File: config.mk
export PLATFORM = sky130hd
export DESIGN_NAME = ps2_frame_receiver
export DESIGN_NICKNAME = d
export VERILOG_FILES = /design/src/rtl/ps2_frame_receiver.sv
export SDC_FILE = /design/constraint.sdc
export NUM_CORES = 1
export LEC_CHECK = 0
export CAP_MARGIN = 15
export CORE_MARGIN = 3
export CORE_UTILIZATION = 55
export DETAILED_ROUTE_END_ITERATION = 8
export GPL_TIMING_DRIVEN = 0
export PLACE_DENSITY = 0.75
export SKIP_LAST_GASP = 1
export SLEW_MARGIN = 10
export SYNTH_ARGS = -nofsm -noshare
export SYNTH_HDL_FRONTEND = slang
export SYNTH_SLANG_ARGS = --single-unit
File: constraint.sdc
create_clock -name CLOCK_50_I -period 3.1 [get_ports CLOCK_50_I]
set_clock_uncertainty 0.2 [all_clocks]
set_input_delay 0.93 -clock CLOCK_50_I [delete_from_list [all_inputs] [get_ports CLOCK_50_I]]
set_output_delay 0.93 -clock CLOCK_50_I [all_outputs]
set_load 0.1 [all_outputs]
File: src/rtl/ps2_frame_receiver.sv
// PS/2 device-to-host frame receiver: synchronizes and deglitches the PS/2 lines,
// decodes 11-bit frames and reports good scan codes, parity errors and framing errors.
module ps2_frame_receiver #(
  parameter int unsigned TIMEOUT_CYCLES = 50000,
  parameter int unsigned FILTER_LEN     = 8
) (
  input  logic       CLOCK_50_I,
  input  logic       resetn,
  input  logic       PS2_CLOCK_I,
  input  logic       PS2_DATA_I,
  output logic [7:0] PS2_code,
  output logic       PS2_code_ready,
  output logic       parity_error,
  output logic       framing_error
);

  localparam int unsigned FILT_W = (FILTER_LEN > 2) ? $clog2(FILTER_LEN) : 1;
  localparam int unsigned TO_W   = (TIMEOUT_CYCLES > 2) ? $clog2(TIMEOUT_CYCLES) : 1;
  localparam logic [FILT_W-1:0] FILT_LAST = FILT_W'(FILTER_LEN - 1);
  localparam logic [TO_W-1:0]   TO_LAST   = TO_W'(TIMEOUT_CYCLES - 1);

  typedef enum logic [1:0] {S_IDLE, S_DATA, S_PARITY, S_STOP} state_t;

  state_t            state, state_d;
  logic              clk_meta, clk_sync, data_meta, data_sync;
  logic              filt_clk, filt_prev;
  logic [FILT_W-1:0] filt_cnt;
  logic [TO_W-1:0]   to_cnt;
  logic [7:0]        shift, shift_d;
  logic [2:0]        bit_cnt, bit_cnt_d;
  logic              parity, parity_d;
  logic [7:0]        code_d;
  logic              ready_d, perr_d, ferr_d;
  logic              fall_c, timeout_c;

  // Two-flop synchronizers; idle PS/2 lines are high
  always_ff @(posedge CLOCK_50_I or negedge resetn) begin
    if (!resetn) begin
      clk_meta  <= 1'b1;
      clk_sync  <= 1'b1;
      data_meta <= 1'b1;
      data_sync <= 1'b1;
    end else begin
      clk_meta  <= PS2_CLOCK_I;
      clk_sync  <= clk_meta;
      data_meta <= PS2_DATA_I;
      data_sync <= data_meta;
    end
  end

  // Glitch filter: the level flips only after FILTER_LEN consecutive differing samples
  always_ff @(posedge CLOCK_50_I or negedge resetn) begin
    if (!resetn) begin
      filt_clk  <= 1'b1;
      filt_prev <= 1'b1;
      filt_cnt  <= '0;
    end else begin
      filt_prev <= filt_clk;
      if (clk_sync != filt_clk) begin
        if (filt_cnt == FILT_LAST) begin
          filt_clk <= clk_sync;
          filt_cnt <= '0;
        end else begin
          filt_cnt <= filt_cnt + FILT_W'(1);
        end
      end else begin
        filt_cnt <= '0;
      end
    end
  end

  assign fall_c    = filt_prev & ~filt_clk;
  // A falling edge in the timeout cycle still counts as activity
  assign timeout_c = (state != S_IDLE) && (to_cnt == TO_LAST) && !fall_c;

  always_ff @(posedge CLOCK_50_I or negedge resetn) begin
    if (!resetn) begin
      to_cnt <= '0;
    end else if (fall_c || state == S_IDLE) begin
      to_cnt <= '0;
    end else if (to_cnt != TO_LAST) begin
      to_cnt <= to_cnt + TO_W'(1);
    end
  end

  always_ff @(posedge CLOCK_50_I or negedge resetn) begin
    if (!resetn) begin
      state          <= S_IDLE;
      shift          <= '0;
      bit_cnt        <= '0;
      parity         <= 1'b0;
      PS2_code       <= 8'h00;
      PS2_code_ready <= 1'b0;
      parity_error   <= 1'b0;
      framing_error  <= 1'b0;
    end else begin
      state          <= state_d;
      shift          <= shift_d;
      bit_cnt        <= bit_cnt_d;
      parity         <= parity_d;
      PS2_code       <= code_d;
      PS2_code_ready <= ready_d;
      parity_error   <= perr_d;
      framing_error  <= ferr_d;
    end
  end

  // Frame decode; at most one outcome pulse per frame
  always_comb begin
    state_d   = state;
    shift_d   = shift;
    bit_cnt_d = bit_cnt;
    parity_d  = parity;
    code_d    = PS2_code;
    ready_d   = 1'b0;
    perr_d    = 1'b0;
    ferr_d    = 1'b0;
    if (timeout_c) begin
      state_d = S_IDLE;
      ferr_d  = 1'b1;
    end else if (fall_c) begin
      case (state)
        S_IDLE: begin
          if (!data_sync) begin
            state_d   = S_DATA;
            bit_cnt_d = 3'd0;
          end
        end
        S_DATA: begin
          shift_d   = {data_sync, shift[7:1]};
          bit_cnt_d = bit_cnt + 3'd1;
          if (bit_cnt == 3'd7) state_d = S_PARITY;
        end
        S_PARITY: begin
          parity_d = data_sync;
          state_d  = S_STOP;
        end
        S_STOP: begin
          state_d = S_IDLE;
          if (!data_sync) begin
            ferr_d = 1'b1;
          end else if (^{shift, parity}) begin
            code_d  = shift;
            ready_d = 1'b1;
          end else begin
            perr_d = 1'b1;
          end
        end
        default: state_d = S_IDLE;
      endcase
    end
  end

endmodule

-- Word level (Yosys, flattened, before mapping)
Cells that the tools add are included.
- equality and inequality tests: 11
- bitwise gates (word level): 3
- mux-type cells: 25
- add/sub/neg operators: 3
- reduce and logical (&&, ||, !) cells: 16
- operators by type and width (kind ; count):
    16-bit 2-to-1 mux ; 2
    16-bit by 1-bit adder with 16-bit output, second input constant ; 1
    16-bit equality test, second input constant ; 1
    16-bit != test, second input constant ; 1
    1-bit 2-to-1 mux ; 14
    3-bit 2-to-1 mux ; 3
    3-bit AND reduction ; 3
    9-bit XOR reduction ; 1
    2-bit 2-to-1 mux ; 4
    2-bit one-hot mux with 4 select lines ; 1
    2-bit nonzero test ; 4
    3-bit by 1-bit adder with 3-bit output, second input constant ; 2
    3-bit equality test, second input constant ; 2
    3-bit != test, second input constant ; 2
    3-bit one-hot mux with 2 select lines ; 1
    5-bit AND reduction ; 1
    2-bit equality test, second input constant ; 2
    4-bit AND reduction ; 1
    2-bit by 1-bit equality test with 1-bit output, second input constant ; 1
    1-bit logical AND ; 2
    2-bit zero test ; 1
    2-bit != test, second input constant ; 1
    1-bit inverter ; 2
    2-bit AND reduction ; 1
    4 further kinds ; 4
- output and inout bits: 11
- logic and storage cells: 74
- input port bits: 4
- register bits: 50

-- Longest topological paths before layout
- depth after elaboration: 6
- depth in mapped cells: 7

-- Worst setup path after synthesis
Ideal clock, no wire load.
- kind: register -> register
- from: register shift[2]
- to: register PS2_code[0]
- data arrival time: 1725 ps
- required time: 2775 ps
- slack: 1050 ps
- cell stages (with the launch flop): 6
- path through: dfrtp_1 > xnor2_1 > xnor2_1 > xnor2_2 > mux2i_4 > mux2_2
- longest elaborated chain between the ends: 2
- ends and longest elaborated chain (item ; RTL line ; text):
    start: declaration ; 29 ; logic [7:0] shift, shift_d;
    start signal: assignment ; 98 ; shift <= shift_d;
    9-bit XOR reduction ; 142 ; end else if (^{shift, parity}) begin
    5-bit AND reduction (no source line) ; -- ;
    end signal: assignment ; 101 ; PS2_code <= code_d;
    end: declaration ; 11 ; output logic [7:0] PS2_code,
Every way passes these cells.
A chain may end at the register's enable or synchronous reset.

-- Worst setup path in the final report
- from: register PS2_code[7]
- to: output PS2_code[7]
No word-level cell between the ends.

==> impl_metrics.env <==
export IMPL_status="complete, no violations"
export IMPL_grt_first_pass_wirelength_um=6940
export IMPL_fp_row_count=22
export IMPL_hold_viol_final=0
export IMPL_synth_xor_area_share_pct=8.04
export IMPL_synth_sequential_area_ratio_pct=55.4
export IMPL_synthesis_area_sq_mm=0.00227
export IMPL_drc_marker_count_from_the_first_detailed_route_iteration=76
export IMPL_number_of_global_route_vias_before_repair=1533
export IMPL_effective_utilization_at_floorplan_pct=59.4
export IMPL_finalSetupViolations=0
export IMPL_synth_top_family_by_area="simple AND/OR/NAND/NOR gates"
export IMPL_crit_family="buffers and inverters"
export IMPL_holdWs_ns=0.158
export IMPL_synth_avg_cell_area_sq_um=11.5
export IMPL_cts_root_buffer_cell="sky130_fd_sc_hd__clkbuf_8"
export IMPL_post_route_min_period_ns=2.98
export IMPL_cp_data_required_time_ns=1.97
export IMPL_slowest_stage="sky130_fd_sc_hd__clkdlybuf4s50_1"
export IMPL_period_share_pct=96.0
export IMPL_synth_ff_latch_count=50
export IMPL_synth_flop_cell="sky130_fd_sc_hd__dfrtp_1"
export IMPL_number_of_nets_with_antenna_violations_after_routing=0
export IMPL_cts_num_sinks=50
export IMPL_wire_length_reported_by_the_detailed_router_um=3920
export IMPL_power_leakage_nw=1.17
export IMPL_clock_insertion_delay_worst_skew_ns=0.31
export IMPL_critical_path_max_fanout=3
export IMPL_tightestPinTransition_ns=0.983
export IMPL_max_freq_ghz=0.336
export IMPL_post_synth_mux_area_share_pct=8.37
export IMPL_die_area_sq_mm=0.00494
export IMPL_worstSetupEndpointType="primary output"
export IMPL_synth_compound_area_share_pct=6.99
export IMPL_post_synth_edffs=0
export IMPL_globalplace_congestion=0.938
export IMPL_yosys_area_top_type="sky130_fd_sc_hd__dfrtp_1"
export IMPL_critPathLaunchType="flip-flop"
export IMPL_dpl_worst_slack_ns=0.474
export IMPL_die_h_um=70.3
export IMPL_tritoncts="built"
export IMPL_netlist_instances=197
export IMPL_port_buffers=14
export IMPL_cp_arrival_ns=1.85
export IMPL_globalRoute_totalOverflow=0
export IMPL_cts_resized=0
export IMPL_grt_setup_unrepaired="false"
export IMPL_clkTransAtPathRegs_ns=0.09
export IMPL_yosys_cell_types_count=31
export IMPL_io_pins=15
export IMPL_most_frequent_cells_in_the_layout="sky130_fd_sc_hd__dfrtp_1 (44), sky130_fd_sc_hd__nor2_1 (15)"
export IMPL_detailedRoute_firstPassIterationCount=4
export IMPL_async_flop_share_pct=100
export IMPL_ys_top_cells_by_area="sky130_fd_sc_hd__dfrtp_1 (48%), sky130_fd_sc_hd__dfstp_2 (6.9%), sky130_fd_sc_hd__mux2_2 (6.9%)"
export IMPL_power_per_cell_area_mw_per_mm2=602
export IMPL_wire_per_inst_um=14.6
export IMPL_cts_htree_levels=2
export IMPL_cts_hold_buffers=0
export IMPL_holdCritPathClass="flip-flop to flip-flop"
export IMPL_antenna_found_initial=0
export IMPL_critical_path_max_stage_delay_ns=1.15
export IMPL_layout_cells_sized_above_1_pct=14.5
export IMPL_vdd_ir_drop_worst_v=0.000426
export IMPL_design_core_area_sq_mm=0.00383
export IMPL_timing_critical_path_cells="clkdlybuf4s50_1"
export IMPL_die_width_um=70.3
export IMPL_place_hpwl_um=2830
export IMPL_clk_path_buf_depth=2
export IMPL_vias_per_cell=5.65
export IMPL_final_net_count=232
export IMPL_slew_headroom_pct=34.2
export IMPL_yosys_area_share_adder_pct=4.95
export IMPL_final_max_slew_violation_count=0
export IMPL_timing_critical_path_buf_inv=1
export IMPL_setup_worst_path_class="flip-flop to primary output"
export IMPL_syn2layout_area_growth_pct=13.5
export IMPL_largest_net_degree_at_the_start_of_global_routing=33
export IMPL_layout_setup_ws_ns=0.125
export IMPL_post_cts_setup_buffers=0
export IMPL_grt_total_usage_pct=17.6
export IMPL_synth_simple_area_share_pct=14.3
export IMPL_ys_warnings_count=0
export IMPL_syn_nets=210
export IMPL_diodes=0
export IMPL_vias=1514
export IMPL_detail_route_drc_violations=0
export IMPL_cap_viol_max_count=0
export IMPL_number_of_buffers_added_by_the_clock_tree_synthesis_step=5
export IMPL_power_total_w=0.00155
export IMPL_synth_largest_type_area_fraction_pct=48.4
export IMPL_layout_commonest_cell="sky130_fd_sc_hd__dfrtp_1"
export IMPL_final_util_pct=67.4
-- registers in the layout, summed over array words and instances, names as in the netlist, 2 cells and up --
| name | cells |
|---|---|
| PS2_code | 8 |
| bit_cnt | 3 |
| shift | 8 |
| state | 2 |
| to_cnt | 16 |
| filt_cnt | 3 |
-- cells by family after synthesis --
kind of cell | after synthesis
simple gates | 64
buf+inv | 12
flops | 50
compound gates | 26
xor+xnor | 20
fa+ha+maj | 9
mux | 16
-- Yosys cell counts (5+ instances only) --
cell type and n:
sky130_fd_sc_hd__xnor2_1 14, sky130_fd_sc_hd__inv_1 6, sky130_fd_sc_hd__nand2_1 14, sky130_fd_sc_hd__clkbuf_1 6, sky130_fd_sc_hd__and3_1 10, sky130_fd_sc_hd__ha_1 9
sky130_fd_sc_hd__nor2_1 15, sky130_fd_sc_hd__xor2_1 5, sky130_fd_sc_hd__dfrtp_1 44, sky130_fd_sc_hd__mux2_2 14, sky130_fd_sc_hd__o21ai_0 14, sky130_fd_sc_hd__nand3_1 11
sky130_fd_sc_hd__dfstp_2 6
-- metal layers --
| metal | up-vias | GRT usage [%] | part of all wire, % |
|---|---|---|---|
| met2 | 25 | 28.2 | 50 |
| met5 | - | 0 | 0 |
| met1 | 751 | 23.3 | 45 |
| met4 | 0 | 7.23 | 1.9 |
| met3 | 8 | 3.60 | 3.5 |
| li1 | 730 | - | - |
-- through the flow --
step | setup TNS (ns) | std cells | instance area [sq um]
4_1_cts | 0 | 268 | 2580
3_3_place_gp | -16.56 | 259 | 2470
6_report | 0 | 268 | 2580
5_1_grt | 0 | 268 | 2580
3_5_place_dp | 0 | 260 | 2490
2_1_floorplan | 0 | 197 | 2270
-- final timing paths --
check / from / slack, ns / to / cells after the start
min in group asynchronous: resetn / 0.35 / bit_cnt[2]$_DFFE_PN0P_ / 1
hold reg to reg: clk_meta$_DFF_PN1_ / 0.16 / clk_sync$_DFF_PN1_ / 0
hold / removal: clk_meta$_DFF_PN1_ / 0.16 / clk_sync$_DFF_PN1_ / 0
setup reg to reg: shift[2]$_DFFE_PN0P_ / 0.88 / PS2_code[5]$_DFFE_PN0P_ / 5
max in group asynchronous: resetn / 1.76 / filt_clk$_DFFE_PN1P_ / 2
setup / recovery: PS2_code[7]$_DFFE_PN0P_ / 0.12 / PS2_code[7] / 1
-- final cells by class --
class / instances / area (sq um)
Sequential cell: 50 / 1260
Fill cell: 279 / 1250
Multi-Input combinational cell: 135 / 970
Timing Repair Buffer: 15 / 155
Clock buffer: 7 / 86.3
Tap cell: 48 / 60.1
Buffer: 6 / 22.5
Inverter: 6 / 22.5
Clock inverter: 1 / 5.00
-- power by group --
part	internal, W	total (W)	switching, W
sequential	0.000733	0.000792	0.0000592
combinational	0.000148	0.000379	0.000231
clock	0.000180	0.000383	0.000203
total	0.00106	0.00155	0.000493
Note: power is estimated with default switching activity, not from simulation.
